[src/rtl/exec_sequencer.sv]
`default_nettype none
// ============================================================================
// Module   : exec_sequencer
// Purpose  : Multicycle FETCH/DECODE/EXECUTE/MEM/WB sequencer for ControlUnit,
//            producing one-cycle Datapath enables with ready timeouts.
// Revision : 1.0
// ============================================================================
module exec_sequencer #(
  parameter int MAX_WAIT = 15,
  parameter int WAIT_W   = 4,
  parameter int CNT_W    = 8
) (
  input  logic             clk,
  input  logic             rst,
  input  logic             start,
  input  logic             halt_req,
  input  logic             fetch_ready,
  input  logic             dec_is_load,
  input  logic             dec_is_store,
  input  logic             dec_wr_rd,
  input  logic             dec_is_branch,
  input  logic             branch_taken,
  input  logic             mem_ready,
  output logic             ir_en,
  output logic             alu_en,
  output logic             mem_req,
  output logic             mem_we,
  output logic             rf_wr_en,
  output logic             pc_en,
  output logic             pc_branch,
  output logic             busy,
  output logic             fault,
  output logic [2:0]       state,
  output logic [CNT_W-1:0] instr_cnt
);

  typedef enum logic [2:0] {
    S_IDLE    = 3'd0,
    S_FETCH   = 3'd1,
    S_DECODE  = 3'd2,
    S_EXECUTE = 3'd3,
    S_MEM     = 3'd4,
    S_WB      = 3'd5,
    S_FAULT   = 3'd6
  } state_t;

  localparam logic [WAIT_W-1:0] c_max_wait = WAIT_W'(MAX_WAIT);

  state_t              r_state;
  state_t              w_next;
  logic [WAIT_W-1:0]   r_wait;
  logic [CNT_W-1:0]    r_cnt;
  logic                r_fault;
  logic                r_ld, r_st, r_wr, r_br, r_br_tk;
  logic                w_retire;
  logic                w_wait_clr;
  logic                w_wait_inc;

  always_ff @(posedge clk or posedge rst) begin
    if (rst) begin
      r_state <= S_IDLE;
      r_wait  <= '0;
      r_cnt   <= '0;
      r_fault <= 1'b0;
      r_ld    <= 1'b0;
      r_st    <= 1'b0;
      r_wr    <= 1'b0;
      r_br    <= 1'b0;
      r_br_tk <= 1'b0;
    end else begin
      r_state <= w_next;
      if (w_next == S_FAULT)
        r_fault <= 1'b1;
      if (w_wait_clr)
        r_wait <= '0;
      else if (w_wait_inc)
        r_wait <= r_wait + 1'b1;
      if (r_state == S_DECODE) begin
        r_ld <= dec_is_load;
        r_st <= dec_is_store;
        r_wr <= dec_wr_rd;
        r_br <= dec_is_branch;
      end
      if (r_state == S_EXECUTE)
        r_br_tk <= r_br & branch_taken;
      if (w_retire)
        r_cnt <= r_cnt + 1'b1;
    end
  end

  always_comb begin
    w_next     = r_state;
    w_retire   = 1'b0;
    w_wait_clr = 1'b0;
    w_wait_inc = 1'b0;
    case (r_state)
      S_IDLE: begin
        if (start) begin
          w_next     = S_FETCH;
          w_wait_clr = 1'b1;
        end
      end
      S_FETCH: begin
        // A ready arriving on the last tolerated cycle still wins.
        if (fetch_ready)
          w_next = S_DECODE;
        else if (r_wait == c_max_wait)
          w_next = S_FAULT;
        else
          w_wait_inc = 1'b1;
      end
      S_DECODE: w_next = S_EXECUTE;
      S_EXECUTE: begin
        if (r_ld && r_st)
          w_next = S_FAULT;
        else if (r_ld || r_st) begin
          w_next     = S_MEM;
          w_wait_clr = 1'b1;
        end else if (r_wr)
          w_next = S_WB;
        else
          w_retire = 1'b1;
      end
      S_MEM: begin
        if (mem_ready) begin
          if (r_ld)
            w_next = S_WB;
          else
            w_retire = 1'b1;
        end else if (r_wait == c_max_wait)
          w_next = S_FAULT;
        else
          w_wait_inc = 1'b1;
      end
      S_WB:    w_retire = 1'b1;
      S_FAULT: w_next = S_FAULT;
      default: w_next = S_FAULT;
    endcase
    if (w_retire) begin
      w_next     = halt_req ? S_IDLE : S_FETCH;
      w_wait_clr = ~halt_req;
    end
  end

  // The branch flag is live in EXECUTE and only registered for later retires.
  assign pc_branch = w_retire & ((r_state == S_EXECUTE) ? (r_br & branch_taken) : r_br_tk);
  assign pc_en     = w_retire;
  assign ir_en     = (r_state == S_FETCH) & fetch_ready;
  assign alu_en    = (r_state == S_EXECUTE);
  assign mem_req   = (r_state == S_MEM);
  assign mem_we    = (r_state == S_MEM) & r_st;
  assign rf_wr_en  = (r_state == S_WB);
  assign busy      = (r_state != S_IDLE) && (r_state != S_FAULT);
  assign fault     = r_fault;
  assign state     = r_state;
  assign instr_cnt = r_cnt;

endmodule
`default_nettype wire

[config.mk]
export PLATFORM = sky130hd
export DESIGN_NAME = exec_sequencer
export DESIGN_NICKNAME = d
export VERILOG_FILES = /design/src/rtl/exec_sequencer.sv
export SDC_FILE = /design/constraint.sdc
export NUM_CORES = 1
export LEC_CHECK = 0
export CAP_MARGIN = 20
export CORE_ASPECT_RATIO = 0.75
export CORE_UTILIZATION = 40
export CTS_CLUSTER_DIAMETER = 80
export DETAILED_ROUTE_END_ITERATION = 8
export GPL_ROUTABILITY_DRIVEN = 0
export PLACE_DENSITY = 0.74
export SLEW_MARGIN = 0
export SYNTH_ARGS = -nofsm -noshare
export SYNTH_HDL_FRONTEND = slang
export SYNTH_SLANG_ARGS = --single-unit
[constraint.sdc]
create_clock -name clk -period 2.9 [get_ports clk]
set_clock_uncertainty 0.2 [all_clocks]
set_input_delay 0.435 -clock clk [delete_from_list [all_inputs] [get_ports clk]]
set_output_delay 0.435 -clock clk [all_outputs]
set_load 0.02 [all_outputs]
==> impl_metrics.py, run 1 <==
metrics = {
    "timing": {
        "setup_viol": 0,
        "fmax_mhz": 367,
        "worst_hold_slack_ns": 0.267,
        "maxSlewHeadroom_pct": 48.9,
        "tightest_slew_ns": 0.765,
        "period_needed_ns": 2.72,
        "slew_violations": 0,
        "finalCritPeriodShare_pct": 93.9,
        "rsz0062_at_grt": "false",
        "fin_setup_tns_ns": 0,
        "finalHoldViolations": 0,
    },
    "placement": {
        "dpl_cell_area_sq_mm": 0.00155,
        "dp_cells": 186,
        "dpl.hpwl_mm": 2.04,
        "portBuffers": 30,
    },
    "floorplanning": {
        "row_count": 16,
        "fp.dieW_um": 64.9,
        "core_area_sq_mm": 0.00270,
        "dieArea_sq_mm": 0.00319,
        "initial_core_util_pct": 43.9,
        "boundaryPins": 31,
        "fp.dieH_um": 49.2,
    },
    "setup_path": {
        "crit_family": "simple AND/OR/NAND/NOR gates",
        "cp_num_buf_inv": 2,
        "crit_arrival_ns": 2.09,
        "rrSetupSlack_ns": 0.64,
        "cp_cell_sequence": "ha_1, or3b_1, or2_0, nand2_1, buf_4, dlygate4sd2_1",
        "slowest_stage": "dfrtp_1",
        "worstReg2RegEnd": "r_wait[3]",
        "worst_setup_path_end_kind": "output port",
        "required_ns": 2.27,
        "crit_cells": 6,
        "reg2reg_from": "r_ld",
        "critPathLaunchType": "flop",
        "max_stage_delay_ns": 0.41,
        "worstSetupPathType": "flop to output port",
        "ff2ff_path_depth": 6,
        "crit_fanout": 4,
    },
    "pwr": {
        "sw_frac_of_total_pct": 42.8,
        "ir_drop_uv": 458,
        "powerDensity_mw_per_mm2": 1070,
        "p_sw_w": 0.000732,
        "power_leakage_nw": 0.713,
        "internal_power_w": 0.000976,
        "p_comb_share_pct": 57.8,
        "pwr-share-clk_pct": 10.9,
        "power_w": 0.00171,
        "seq_power_share_pct": 31.3,
    },
    "clock_network": {
        "clk_pin_slew_worst_paths_ns": 0.07,
        "clock_latency_ns": 0.26,
        "cts_buffers": 3,
        "post-cts-setup-buffer-count": 0,
        "cts_tree": "done",
        "root_buffer": "clkbuf_8",
        "cts_sinks": 21,
        "h-tree-depth": 1,
        "clock_path_buffers": 2,
    },
    "global_routing": {
        "grt_overflow": 0,
        "antenna_found_initial": 0,
        "grt_max_degree": 22,
        "grt_pass1_vias": 968,
        "gr-usage-all-layers_pct": 19.2,
        "grt_first_pass_wirelength_mm": 4.66,
    },
    "yosys": {
        "syn-num-nets": 133,
        "synth_compound_area_share_pct": 15.5,
        "yosys.area_share.simple_pct": 20.7,
        "synthAdderAreaFrac_pct": 4.21,
        "synthFlopType": "dfrtp_1",
        "yosys_warnings": 0,
        "synth_edf_count": 0,
        "synth-xor-area-share_pct": 7.38,
        "ys_ff_latch": 21,
        "async_flop_share_pct": 100,
        "ys_seq_area_share_pct": 44.3,
        "netlist_instances": 118,
        "muxShareOfSynthArea_pct": 3.69,
        "syn_area_per_cell_sq_um": 10.1,
        "synth_top_family_by_area": "simple AND/OR/NAND/NOR gates",
        "synthesis.area_sq_mm": 0.00119,
        "ys_types": 36,
    },
    "final_layout": {
        "area_growth_pct": 34.5,
        "final_nets": 170,
        "final_cell_count_no_fill": 190,
        "drive_above_1_share_pct": 11.7,
        "antenna-diode-count": 0,
        "final_area_sq_mm": 0.00160,
    },
    "worst_hold_path": {
        "whs_endpoint": "instr_cnt[7]",
        "worstHoldStart": "instr_cnt[7]",
        "whs_path_depth": 1,
        "hold_class": "flop to flop",
    },
    "job": {
        "maxCapViolCount": 0,
    },
    "routing": {
        "vias": 983,
        "ant_nets": 0,
        "vias_per_cell": 5.17,
        "route.detailed.wl_per_inst_um": 14.0,
        "drc": 0,
        "dr.pass1.iters": 4,
        "drt_iter0_markers": 55,
        "drt-total-wl_mm": 2.66,
    },
    "run_status": {
        "outcome": "finished, final reports clean",
    },
}
[worst register-to-register path, delay by kind of cell (launching register included)]
kind                       cells  cell delay, ns
AOI/OAI and AO/OA              1            0.35
and+or+nand+nor                3            0.75
buffers and inverters          1            0.19
DFF                            1            0.41
adders and majority gates      1            0.23
[power groups by stage]
| stage | registers [W] | logic (W) | clock network, W |
|---|---|---|---|
| after global routing | 0.000557 | 0.00108 | 0.000208 |
| after detailed placement | 0.000542 | 0.000997 | 0 |
| after global placement | 0.000532 | 0.000979 | 0 |
| final | 0.000535 | 0.000987 | 0.000186 |
| after CTS | 0.000536 | 0.000994 | 0.000192 |
| after floorplan | 0.000616 | 0.000507 | 0 |
[worst max path at each step]
stage	slack, ns	startpoint	to
4_1_cts	0.16	r_ld	pc_en
2_1_floorplan	0.41	r_ld	pc_branch
3_3_place_gp	0.23	r_ld	pc_branch
6_report	0.18	r_ld	pc_en
3_5_place_dp	0.19	r_ld	pc_en
5_1_grt	0.06	r_ld	pc_en
[metrics by stage]
step	setup WS, ns	util (%)
5_1_grt	0.0588	59.1
3_5_place_dp	0.187	57.5
3_3_place_gp	0.229	57.5
2_1_floorplan	0.412	-
4_1_cts	0.165	59.1
6_report	0.177	59.1
[layout make-up]
cell class	instances	area (sq um)
Multi-Input combinational cell	86	611
Tap cell	36	45.0
Clock buffer	3	41.3
Inverter	7	26.3
Clock inverter	1	5.00
Sequential cell	21	526
Timing Repair Buffer	36	343
Fill cell	265	1110
[synthesized netlist by cell type (all sizes together), types with 4 or more instances]
| cell type | n | area [sq um] |
|---|---|---|
| a211oi | 5 | 57.6 |
| a21oi | 5 | 25.0 |
| and2 | 4 | 25.0 |
| and3 | 4 | 25.0 |
| dfrtp | 21 | 526 |
| ha | 4 | 50.1 |
| inv | 7 | 26.3 |
| nand2 | 7 | 26.3 |
| nor2b | 5 | 31.3 |
| nor3 | 4 | 20.0 |
| o21ai | 9 | 48.8 |
| xor2 | 10 | 87.6 |
[kinds of logic (layout without fill, tap and decap cells)]
| family | count (synthesis) | after routing |
|---|---|---|
| AOI/OAI and AO/OA | 26 | 26 |
| xor gates and xnor gates | 10 | 10 |
| adders and majority gates | 4 | 4 |
| buffers and inverters | 11 | 47 |
| DFF | 21 | 21 |
| muxes | 4 | 4 |
| and+or+nand+nor | 42 | 42 |
[metal layers]
| layer | share of wire, % | track usage [%] |
|---|---|---|
| met1 | 47 | 26.5 |
| met5 | 0 | 0 |
| met3 | 6.7 | 5.84 |
| met2 | 46 | 29.7 |
| met4 | 0.49 | 3.33 |
[flip-flops by register name, summed over array words and instances (netlist names)]
name       cells
instr_cnt      8
r_wait         4
state          3
fault          1
r_br           1
r_br_tk        1
r_ld           1
r_st           1
r_wr           1
[timing repair]
| item | in CTS | in global routing |
|---|---|---|
| gates resized for setup | 2 | 0 |
| setup endpoints to repair | 2 | 0 |
| hold buffers | 0 | 0 |
[cells in the final DEF (no fill, tap or decap), drive strengths merged, types with 3 or more instances in the layout]
cell / n
clkdlybuf4s50: 28
dfrtp: 21
xor2: 10
o21ai: 9
nand2: 7
inv: 7
buf: 6
nor2b: 5
a21oi: 5
a211oi: 5
nor3: 4
and2: 4
and3: 4
ha: 4
mux2: 3
nor2: 3
clkbuf: 3
Note: power is estimated with default switching activity, not from simulation.
==> run 2: changes to the inputs <==
CAP_MARGIN = default   (was 20)
==> results of run 2 <==
Same layout as run 1: the final DEF is identical, and so are final timing and power.
